**src/rtl/nonce_scheduler.sv**
```systemverilog
// nonce_scheduler: hands nonces to free hash cores, collects H0, writes results.
// Ports: clk/reset_n; start+output_addr begin a job; core_start/core_nonce
// launch a core; core_done/core_h0 return results; mem_* writes base+nonce;
// done pulses at job end; err is a sticky flag for stray core_done pulses.
module nonce_scheduler #(
  parameter int NUM_NONCES = 16,
  parameter int NUM_CORES  = 4
) (
  input  logic                   clk,
  input  logic                   reset_n,
  input  logic                   start,
  input  logic [15:0]            output_addr,
  output logic [NUM_CORES-1:0]   core_start,
  output logic [31:0]            core_nonce,
  input  logic [NUM_CORES-1:0]   core_done,
  input  logic [32*NUM_CORES-1:0] core_h0,
  output logic                   mem_we,
  output logic [15:0]            mem_addr,
  output logic [31:0]            mem_write_data,
  output logic                   done,
  output logic                   err
);

  localparam int CW = 17;
  localparam int RW = (NUM_CORES > 1) ? $clog2(NUM_CORES) : 1;
  localparam logic [CW-1:0] NN = CW'(NUM_NONCES);

  typedef enum logic [1:0] {
    S_IDLE,
    S_RUN,
    S_FINISH
  } state_e;

  state_e state_q, state_d;

  logic [15:0]          base_q, base_d;
  logic [CW-1:0]        next_nonce_q, next_nonce_d;
  logic [CW-1:0]        wr_count_q, wr_count_d;
  logic [NUM_CORES-1:0] busy_q, busy_d;
  logic [NUM_CORES-1:0] pending_q, pending_d;
  logic [15:0]          tag_q [NUM_CORES];
  logic [15:0]          tag_d [NUM_CORES];
  logic [31:0]          res_q [NUM_CORES];
  logic [31:0]          res_d [NUM_CORES];
  logic [RW-1:0]        rr_q, rr_d;
  logic [NUM_CORES-1:0] core_start_q, core_start_d;
  logic [31:0]          core_nonce_q, core_nonce_d;
  logic                 mem_we_q, mem_we_d;
  logic [15:0]          mem_addr_q, mem_addr_d;
  logic [31:0]          mem_data_q, mem_data_d;
  logic                 err_q, err_d;

  logic                 accept;
  logic                 disp_hit;
  logic [RW-1:0]        disp_idx;
  logic                 wb_hit;
  logic [RW-1:0]        wb_idx;

  assign accept = (state_q == S_IDLE) && start;

  // State register
  always_ff @(posedge clk or negedge reset_n) begin
    if (!reset_n) begin
      state_q <= S_IDLE;
    end else begin
      state_q <= state_d;
    end
  end

  // Next-state logic
  always_comb begin
    state_d = state_q;
    unique case (state_q)
      S_IDLE:   if (start) state_d = S_RUN;
      S_RUN:    if (wr_count_q == NN) state_d = S_FINISH;
      S_FINISH: state_d = S_IDLE;
      default:  state_d = S_IDLE;
    endcase
  end

  // Outputs
  always_comb begin
    done           = (state_q == S_FINISH);
    core_start     = core_start_q;
    core_nonce     = core_nonce_q;
    mem_we         = mem_we_q;
    mem_addr       = mem_addr_q;
    mem_write_data = mem_data_q;
    err            = err_q;
  end

  // Lowest-index free core
  always_comb begin
    disp_hit = 1'b0;
    disp_idx = '0;
    for (int i = NUM_CORES - 1; i >= 0; i--) begin
      if (!busy_q[i]) begin
        disp_hit = 1'b1;
        disp_idx = RW'(i);
      end
    end
  end

  // Round-robin pick among pending cores, starting at rr_q.
  // Scanning downwards leaves the candidate nearest rr_q.
  always_comb begin
    wb_hit = 1'b0;
    wb_idx = '0;
    for (int k = NUM_CORES - 1; k >= 0; k--) begin
      if (pending_q[(int'(rr_q) + k) % NUM_CORES]) begin
        wb_hit = 1'b1;
        wb_idx = RW'((int'(rr_q) + k) % NUM_CORES);
      end
    end
  end

  // Datapath
  always_comb begin
    base_d       = base_q;
    next_nonce_d = next_nonce_q;
    wr_count_d   = wr_count_q;
    busy_d       = busy_q;
    pending_d    = pending_q;
    tag_d        = tag_q;
    res_d        = res_q;
    rr_d         = rr_q;
    core_start_d = '0;
    core_nonce_d = '0;
    mem_we_d     = 1'b0;
    mem_addr_d   = mem_addr_q;
    mem_data_d   = mem_data_q;
    err_d        = err_q;

    // A pending core cannot complete again until written back,
    // so capture never collides with the write-back grant.
    for (int i = 0; i < NUM_CORES; i++) begin
      if (core_done[i]) begin
        if (busy_q[i] && !pending_q[i]) begin
          res_d[i]     = core_h0[32*i +: 32];
          pending_d[i] = 1'b1;
        end else begin
          err_d = 1'b1;
        end
      end
    end

    if (state_q == S_RUN) begin
      if (disp_hit && (next_nonce_q < NN)) begin
        core_start_d[disp_idx] = 1'b1;
        core_nonce_d           = 32'(next_nonce_q);
        busy_d[disp_idx]       = 1'b1;
        tag_d[disp_idx]        = next_nonce_q[15:0];
        next_nonce_d           = next_nonce_q + 1'b1;
      end
      if (wb_hit) begin
        mem_we_d          = 1'b1;
        mem_addr_d        = base_q + tag_q[wb_idx];
        mem_data_d        = res_q[wb_idx];
        pending_d[wb_idx] = 1'b0;
        busy_d[wb_idx]    = 1'b0;
        rr_d = (wb_idx == RW'(NUM_CORES - 1)) ? '0 : wb_idx + RW'(1);
        wr_count_d        = wr_count_q + 1'b1;
      end
    end

    if (accept) begin
      base_d       = output_addr;
      next_nonce_d = '0;
      wr_count_d   = '0;
      busy_d       = '0;
      pending_d    = '0;
      err_d        = 1'b0;
    end
  end

  always_ff @(posedge clk or negedge reset_n) begin
    if (!reset_n) begin
      base_q       <= '0;
      next_nonce_q <= '0;
      wr_count_q   <= '0;
      busy_q       <= '0;
      pending_q    <= '0;
      rr_q         <= '0;
      core_start_q <= '0;
      core_nonce_q <= '0;
      mem_we_q     <= 1'b0;
      mem_addr_q   <= '0;
      mem_data_q   <= '0;
      err_q        <= 1'b0;
      for (int i = 0; i < NUM_CORES; i++) begin
        tag_q[i] <= '0;
        res_q[i] <= '0;
      end
    end else begin
      base_q       <= base_d;
      next_nonce_q <= next_nonce_d;
      wr_count_q   <= wr_count_d;
      busy_q       <= busy_d;
      pending_q    <= pending_d;
      rr_q         <= rr_d;
      core_start_q <= core_start_d;
      core_nonce_q <= core_nonce_d;
      mem_we_q     <= mem_we_d;
      mem_addr_q   <= mem_addr_d;
      mem_data_q   <= mem_data_d;
      err_q        <= err_d;
      for (int i = 0; i < NUM_CORES; i++) begin
        tag_q[i] <= tag_d[i];
        res_q[i] <= res_d[i];
      end
    end
  end

endmodule

```
**config.mk**
```make
export PLATFORM = sky130hd
export DESIGN_NAME = nonce_scheduler
export DESIGN_NICKNAME = d
export VERILOG_FILES = /design/src/rtl/nonce_scheduler.sv
export SDC_FILE = /design/constraint.sdc
export NUM_CORES = 1
export LEC_CHECK = 0
export BUFFER_PORTS_ARGS = -buffer_cell sky130_fd_sc_hd__buf_4
export CAP_MARGIN = 15
export CORE_MARGIN = 4
export CORE_UTILIZATION = 30
export DETAILED_ROUTE_END_ITERATION = 7
export GPL_TIMING_DRIVEN = 0
export PLACE_DENSITY = 0.53
export SETUP_SLACK_MARGIN = 0.2
export SLEW_MARGIN = 20
export SYNTH_ARGS = -nofsm -noshare
export SYNTH_HDL_FRONTEND = slang
export SYNTH_SLANG_ARGS = --single-unit
```
**constraint.sdc**
```tcl
create_clock -name clk -period 4.6 [get_ports clk]
set_input_delay 0.69 -clock clk [delete_from_list [all_inputs] [get_ports clk]]
set_output_delay 0.69 -clock clk [all_outputs]
set_load 0.01 [all_outputs]
```
==> results of run 1 <==
[sequential cells by signal, indices dropped and copies added (netlist names)]
register	cells
base_q	16
busy_q	4
core_nonce	17
core_start	4
err	1
mem_addr	16
mem_we	1
mem_write_data	32
next_nonce_q	17
pending_q	4
res_q	128
rr_q	2
state_q	2
tag_q	64
wr_count_q	17
[worst register-to-register path, cell delays in order (launching register included)]
cell	delay, ns
dfrtp_1	0.43
nor2b_1	0.19
o21ai_0	0.21
o211a_2	0.31
clkbuf_1	0.45
and3_1	0.26
a31oi_1	0.07
ha_1	0.24
fa_1	0.40
a21o_1	0.17
a21oi_1	0.30
o21ai_1	0.19
a221oi_2	0.34
o21ai_0	0.17
xnor2_1	0.14
o21ai_0	0.08
[power by group through the flow]
stage                     Clock [uW]  Sequential [uW]  Combinational [uW]
after floorplan                    0             4630                4730
after global placement             0             4690                7060
after detailed placement           0             4720                7190
after CTS                       3200             4680                7220
after global routing            3320             4810                8010
final                           3080             4670                7130
[cells in the final DEF (no fill, tap or decap), drive strengths merged, types with 2 or more instances in the layout]
cell | netlist | final
a211oi | 9 | 9
a21o | 5 | 5
a21oi | 23 | 23
a31oi | 20 | 20
and2 | 19 | 19
and3 | 16 | 16
and4 | 2 | 2
buf | 42 | 263
bufinv | 0 | 2
clkbuf | 40 | 102
clkinv | 0 | 5
conb | 1 | 28
dfrtp | 325 | 325
ha | 23 | 23
inv | 16 | 18
mux2 | 159 | 159
nand2 | 302 | 302
nand2b | 2 | 2
nand3 | 109 | 109
nand3b | 4 | 4
nand4 | 6 | 6
nor2 | 28 | 28
nor2b | 55 | 55
nor3 | 7 | 7
nor4 | 5 | 5
nor4b | 2 | 2
o21a | 2 | 2
o21ai | 33 | 33
o21bai | 4 | 4
or3 | 3 | 3
xnor2 | 13 | 13
xor2 | 17 | 17
[repair_timing]
item	4_1_cts	5_1_grt
endpoints found under the setup margin	5	6
pin swaps	0	1
resized for setup	2	13
[cells by family (layout without fill, tap and decap cells)]
logic type               after synthesis  count (layout)  share of synthesized area (%)
flip-flops                           325             325                           57.2
buffers and inverters                 98             391                           3.12
AND/OR/NAND/NOR                      562             562                           18.4
other                                  1              28                         0.0264
adder cells (fa/ha/maj)               24              24                           2.17
XOR/XNOR                              30              30                           1.85
multiplexers                         160             160                           12.7
AO/OA/AOI/OAI                        105             105                           4.56
[area by class of cell]
type / instances / area share (%)
tap: 607 / 4.19
sequential: 325 / 44.8
clock buffer: 58 / 6.28
multi-input combinational: 909 / 31.8
buffer: 82 / 2.19
inverter: 16 / 0.331
timing repair buffer: 225 / 9.68
clock inverter: 10 / 0.731
[per-stage QoR]
step	utilization, %	hold slack [ns]
final	38.9	0.132
after global placement	35.9	0.465
after global routing	38.9	0.164
after CTS	38.8	0.116
after detailed placement	36.1	0.466
after floorplan	-	0.394
[path summary, 6_finish.rpt]
check                                  start                 to  slack, ns  cells past startpoint
max                             pending_q[2]       mem_addr[12]       0.51                     15
max in group asynchronous            reset_n     core_nonce[15]       3.28                      3
max reg2reg                     pending_q[2]       mem_addr[12]       0.51                     15
min                                  reset_n          res_q[16]       0.13                      1
min in group clk             output_addr[15]         base_q[15]       0.33                      3
min reg2reg                mem_write_data[1]  mem_write_data[1]       0.48                      2
[routing by layer]
| layer | vias to the layer above | wire length [um] | global-route usage [%] |
|---|---|---|---|
| met3 | 51 | 3520 | 6.40 |
| met4 | 8 | 557 | 3.66 |
| met1 | 4978 | 17300 | 20.4 |
| met2 | 242 | 18900 | 25.4 |
| li1 | 4968 | - | - |
| met5 | - | 61 | 0 |
==> impl_metrics.toml, run 1 <==
[clock_network]
cts_buffer_depth = 3
cts_buffers = 40
clk-insertion-delay-late_ns = 0.56
cts_max_level = 2
cts.clk_slew.worst_paths_ns = 0.05
ctsHoldBuffers = 0
cts_setup_buffers = 0
cts_tree = "done"
root_buffer = "clkbuf_16"
cts.sinks = 325

[placed_design]
post-place-ws_ns = -0.0639
gp_congestion = 0.828
numPortBuffers = 222
dpl-instance-area_mm2 = 0.0168
dpl.hpwl_mm = 29.7
dp_cells = 2164

[layout]
drive_gt1_share_pct = 30.5
layout.nets = 1774
final_cells = 2232
multi_input_area_mm2 = 0.00577
fillers = 4643
area_growth_pct = 27.7
diodes = 0
post-route-cell-area_mm2 = 0.0181
sequential_cell_area_mm2 = 0.00813

[floorplanning]
die_h_um = 226
die_w_um = 226
io_pins = 238
row_count = 79
die-area_mm2 = 0.0509
core_region_area_mm2 = 0.0467
start_util_pct = 30.5

[drt]
via_count = 10200
drtIter0Drc = 482
dr.pass1.iters = 4
drc = 0
routed_wl_mm = 40.3
ant_nets = 0
viasPerCell = 4.59
avgRoutedWirePerCell_um = 18.1

[job]
max-cap-violations = 0

[sta]
setup_ws_ns = 0.509
max_slew_margin_pct = 49.1
fin_skew_ns = 0.0176
tightestPinTransition_ns = 0.763
rsz0062_at_grt = "false"
final.min_clock_period_ns = 4.09
drv_slew = 0
finalHoldViolCount = 0
clock.fmax_mhz = 244
tns_ns = 0
setup_viol = 0
fin_crit_sh_pct = 88.9

[synthesis]
synth_common_cells = "dfrtp_1, nand2_1, mux2_2"
post-synth-top-count-cell = "dfrtp_1"
yosysSeqAreaShare_pct = 57.2
synthCells = 1305
postSynthAreaPerCell_um2 = 10.9
synth_flop_cell = "dfrtp_1"
synth-edff-count = 0
synthTopCellsByArea = "dfrtp_1, mux2_2, nand2_1, nand3_1, nor2b_1"
synth_area_mm2 = 0.0142
synth_largest_area_cell = "dfrtp_1"
ys_types = 55
synth_top_area_share_pct = 57.2
async_reset_ff_share_pct = 100
ys_ff_latch = 325
ys_warn_count = 0

[worst_setup_path]
slowest_stage = "clkbuf_1"
cp.arrival_ns = 4.51
cp-end-kind = "flip-flop"
cpMostUsedCell = "o21ai_0"
setup.worst_path.class = "flip-flop to flip-flop"
cp_num_buf_inv = 1
worst_setup_path_start_kind = "flip-flop"
cp.required_ns = 5.02
crit_fanout = 10
cp_slowest_stage_delay_ns = 0.44
critical-path-top-delay-family = "compound AO/OA/AOI/OAI gates"
worstPathCellList = "nor2b_1, o21ai_0, o211a_2, clkbuf_1, and3_1, a31oi_1, ha_1, fa_1, a21o_1, a21oi_1, o21ai_1, a221oi_2, o21ai_0, xnor2_1, o21ai_0"

[power_and_ir_drop]
p_sw_uw = 6070
p_int_uw = 8810
swShare_pct = 40.8
p_leak_uw = 0.00856
total_power_uw = 14900
clockPowerShare_pct = 20.7
pwr-share-comb_pct = 47.9
vdd_ir_drop_max_mv = 0.368
seqPwrFrac_pct = 31.4
p_per_area_mw_per_mm2 = 820

[global_route]
track_usage_pct = 15.9
grt_max_degree = 98
antenna_found_initial = 4
grt_pass1_vias = 10600
grt_pass1_wl_mm = 62.8
overflow = 0

[status]
status = "finished, final reports clean"

[hold_path]
hp-class = "primary input to async pin"
No activity file was read; power rests on OpenSTA's default activity.
==> inputs of run 2 (changes only) <==
CELL_PAD_IN_SITES_DETAIL_PLACEMENT = 1   (was default)
CELL_PAD_IN_SITES_GLOBAL_PLACEMENT = 2   (was default)
CORE_UTILIZATION = 35   (was 30)
CTS_CLUSTER_DIAMETER = 40   (was default)
PLACE_DENSITY = 0.82   (was 0.53)
==> impl_metrics.toml, run 2 (synthesis results as in run 1) <==
[status]
status = "finished, final reports clean"

[sta]
rsz0062_at_grt = "false"
drv_slew = 0
fin_skew_ns = 0.0161
clock.fmax_mhz = 249
finalHoldViolCount = 0
setup_viol = 0
max_slew_margin_pct = 48.0
finalHoldWorstSlack_ns = 0.0711
final.min_clock_period_ns = 4.01
fin_crit_sh_pct = 87.2
tightestPinTransition_ns = 0.779

[job]
max-cap-violations = 0

[clock_network]
clk-insertion-delay-late_ns = 0.59
cts_buffer_depth = 3
ctsHoldBuffers = 0
root_buffer = "clkbuf_16"
cts.repair.resized = 2
cts_buffers = 54
cts.sinks = 325
cts_setup_buffers = 0
cts_tree = "done"
cts.clk_slew.worst_paths_ns = 0.05
cts_max_level = 2

[worst_setup_path]
cp.arrival_ns = 4.46
cp.required_ns = 5.05
r2r_slack_ns = 0.59
worst_setup_path_start_kind = "flip-flop"
cp-end-kind = "flip-flop"
timing.rr.end = "mem_addr[12]"
r2r_cells = 16
setup.worst_path.class = "flip-flop to flip-flop"
timing.rr.start = "pending_q[2]"
crit_fanout = 11

[drt]
drtIter0Drc = 352
drc = 0
viasPerCell = 4.87
routed_wl_mm = 42.2
avgRoutedWirePerCell_um = 19.3
ant_nets = 0
dr.pass1.iters = 4
via_count = 10600

[power_and_ir_drop]
vdd_ir_drop_max_mv = 0.357
p_leak_uw = 0.00888
p_per_area_mw_per_mm2 = 864

[global_route]
grt_pass1_vias = 11900
antenna_found_initial = 0
grt_pass1_wl_mm = 67.1
grt_max_degree = 98
overflow = 0
track_usage_pct = 19.2

[layout]
postLayoutCoreUtil_pct = 46.9
sequential_cell_area_mm2 = 0.00813
layout.nets = 1788
area_growth_pct = 31.6
fillers = 4358
mostFrequentLayoutCells = "dfrtp_1, nand2_1, buf_4, mux2_2, nand3_1"
diodes = 0
largest_reg_flops = 128
multi_input_area_mm2 = 0.00577
drive_gt1_share_pct = 32.4
regMostFlops = "res_q"
mostFrequentLayoutCell = "dfrtp_1"

[placed_design]
dpl.hpwl_mm = 30.4
numPortBuffers = 222
gp_congestion = 0.812

[floorplanning]
die_h_um = 210
die_w_um = 210
die-area_mm2 = 0.0439
start_util_pct = 35.6
row_count = 73
io_pins = 238
core_region_area_mm2 = 0.0399

[hold_path]
hp-class = "primary input to async pin"
## run 2: cell count changes in the layout (fill, tap and decap cells not counted), sizes merged
cell      delta
clkinvlp     +5
bufinv       +7
clkbuf       +5
clkinv      +11
inv          +5
## run 2: power breakdown
part | leakage [uW] | switching, uW | total, uW | internal, uW
Clock | 0.000940 | 1490 | 4260 | 2770
Combinational | 0.00392 | 4220 | 7190 | 2970
Sequential | 0.00402 | 704 | 4720 | 4020
## run 2: cell type report
class                      instances  area share, %
timing repair buffer             225           9.39
buffer                            82           2.15
multi-input combinational        909           30.8
tap                              525           3.51
clock inverter                    38           2.62
inverter                          16          0.321
clock buffer                      63           7.73
sequential                       325           43.5
## run 2: critical path: stages, from the launching register on
cell	delay [ns]
dfrtp_1	0.41
nor2b_1	0.27
o21ai_0	0.15
o211a_2	0.22
inv_2	0.18
clkbuf_4	0.27
clkbuf_4	0.27
a31oi_1	0.13
ha_1	0.23
fa_1	0.41
a21o_1	0.18
a21oi_1	0.28
o21ai_1	0.18
a221oi_2	0.31
o21ai_0	0.16
xnor2_1	0.14
o21ai_0	0.08
## run 2: through the flow
stage	instance area [um2]	setup TNS, ns	total power, uW	worst slack, ns	cells
2_1_floorplan	14300	0	9360	1.08	1332
3_3_place_gp	16600	-80.86	11700	-0.292	2079
3_5_place_dp	16700	-0.0602	12000	-0.0580	2082
4_1_cts	18700	0	16400	0.241	2183
5_1_grt	18700	0	17500	0.224	2183
6_report	18700	0	16200	0.590	2183
## run 2: how the worst max path moves through the flow
| stage | from | end | slack, ns |
|---|---|---|---|
| after floorplan | pending_q[2] | mem_addr[12] | 1.08 |
| after CTS | pending_q[0] | mem_addr[15] | 0.24 |
| after global routing | pending_q[2] | mem_addr[12] | 0.22 |
| after global placement | reset_n | res_q[52] | -0.29 |
| after detailed placement | pending_q[2] | mem_addr[12] | -0.06 |
| final | pending_q[2] | mem_addr[12] | 0.59 |
## run 2: routing by layer
layer / wire length [um] / global-route usage [%]
met2: 20500 / 32.4
met4: 807 / 4.46
met3: 3100 / 6.67
met1: 17700 / 23.8
met5: 0 / 0
==> inputs of run 3 (changes only) <==
CORE_UTILIZATION = 30   (was 35)
PLACE_DENSITY = 0.73   (was 0.82)
==> impl_metrics.toml, run 3 (synthesis results as in run 1) <==
[layout]
largest_reg_flops = 128
postLayoutCoreUtil_pct = 40.5
area_growth_pct = 33.0
layout.nets = 1792
diodes = 0
drive_gt1_share_pct = 32.5
mostFrequentLayoutCells = "dfrtp_1, nand2_1, buf_4, mux2_2, nand3_1"
sequential_cell_area_mm2 = 0.00813
multi_input_area_mm2 = 0.00577
fillers = 5169
regMostFlops = "res_q"
mostFrequentLayoutCell = "dfrtp_1"

[power_and_ir_drop]
p_per_area_mw_per_mm2 = 866
seqPwrFrac_pct = 28.8
vdd_ir_drop_max_mv = 0.343
pwr-share-comb_pct = 44.1
clockPowerShare_pct = 27.1
p_sw_uw = 6500
total_power_uw = 16400
p_leak_uw = 0.00892
p_int_uw = 9870
swShare_pct = 39.7

[hold_path]
hp-class = "primary input to async pin"

[drt]
drc = 0
ant_nets = 0
viasPerCell = 4.71
routed_wl_mm = 43.3
avgRoutedWirePerCell_um = 19.1
dr.pass1.iters = 4
via_count = 10700
drtIter0Drc = 526

[worst_setup_path]
worst_setup_path_start_kind = "flip-flop"
cp.arrival_ns = 4.55
cp.required_ns = 5.08
setup.worst_path.class = "flip-flop to flip-flop"
crit_fanout = 11
r2r_cells = 16
cp-end-kind = "flip-flop"

[placed_design]
gp_congestion = 0.796
dpl.hpwl_mm = 31.7
numPortBuffers = 222

[floorplanning]
die-area_mm2 = 0.0509
die_w_um = 226
die_h_um = 226
core_region_area_mm2 = 0.0467
row_count = 79
io_pins = 238
start_util_pct = 30.5

[sta]
clock.fmax_mhz = 245
drv_slew = 0
tightestPinTransition_ns = 0.738
fin_skew_ns = 0.0209
final.min_clock_period_ns = 4.07
max_slew_margin_pct = 50.8
rsz0062_at_grt = "false"
finalHoldViolCount = 0
fin_crit_sh_pct = 88.6
setup_viol = 0

[clock_network]
cts_max_level = 2
clk-insertion-delay-late_ns = 0.59
cts_tree = "done"
cts.clk_slew.worst_paths_ns = 0.05
cts_buffer_depth = 3
cts_buffers = 58
root_buffer = "clkbuf_16"
cts_setup_buffers = 0
cts.sinks = 325

[global_route]
grt_max_degree = 94
overflow = 0
grt_pass1_wl_mm = 68.0
grt_pass1_vias = 11800
antenna_found_initial = 4
track_usage_pct = 17.1

[status]
status = "finished, final reports clean"

[job]
max-cap-violations = 0
-- run 3: critical path, cell delays in order (launching register included) --
cell and delay (ns):
dfrtp_1 0.43, nor2b_1 0.27, o21ai_0 0.14, o211a_2 0.21
inv_2 0.17, clkbuf_4 0.27, clkbuf_4 0.28, a31oi_1 0.18
ha_1 0.25, fa_1 0.41, a21o_1 0.18, a21oi_2 0.20
o21ai_1 0.16, a221oi_2 0.33, o21ai_0 0.16, xnor2_1 0.14
o21ai_0 0.18
-- run 3: worst paths after layout --
check | endpoint | slack, ns | start
setup / recovery | mem_addr[12] | 0.53 | pending_q[2]
hold / removal | core_nonce[1] | 0.07 | reset_n
setup reg to reg | mem_addr[12] | 0.53 | pending_q[2]
hold reg to reg | mem_write_data[2] | 0.48 | mem_write_data[2]
max in group asynchronous | res_q[94] | 3.25 | reset_n
min in group clk | res_q[68] | 0.33 | core_h0[36]
-- run 3: timing repair --
action / 4_1_cts / 5_1_grt
endpoints found under the setup margin: 5 / 6
gates resized for setup: 2 / 16
hold buffers: 0 / 0
pin swaps: 0 / 1
cloned: 0 / 0
-- run 3: area by class of cell --
class                      count  area share [%]
buffer                        82            2.12
clock buffer                  67            7.96
clock inverter                40            2.73
inverter                      16           0.318
multi-input combinational    909            30.5
sequential                   325            43.0
tap                          607            4.02
timing repair buffer         225            9.29
-- run 3: power groups by stage --
| stage | sequential (uW) | combinational, uW | clock [uW] |
|---|---|---|---|
| detailed placement | 4770 | 7270 | 0 |
| finish | 4720 | 7220 | 4430 |
| CTS | 4730 | 7320 | 4550 |
| global route | 4850 | 8180 | 4690 |
| floorplan | 4630 | 4730 | 0 |
| global placement | 4720 | 7090 | 0 |
-- run 3: routing by layer --
metal  share of wire [%]  track usage, %  vias to the layer above
met5                0.16               0                        -
li1                    -               -                     5011
met1                  43            21.5                     5408
met3                 6.7            5.32                       71
met4                 2.0            4.39                        8
met2                  48            28.6                      205
-- run 3: metrics by stage --
step	setup WS, ns	hold slack (ns)	instances	cell area, um2	setup TNS [ns]
detailed placement	-0.138	0.471	2164	16800	-0.138
global route	0.186	0.0934	2271	18900	0
CTS	0.142	0.0771	2271	18900	0
global placement	-0.349	0.463	2161	16700	-102.61
floorplan	1.08	0.394	1332	14300	0
finish	0.526	0.0676	2271	18900	0
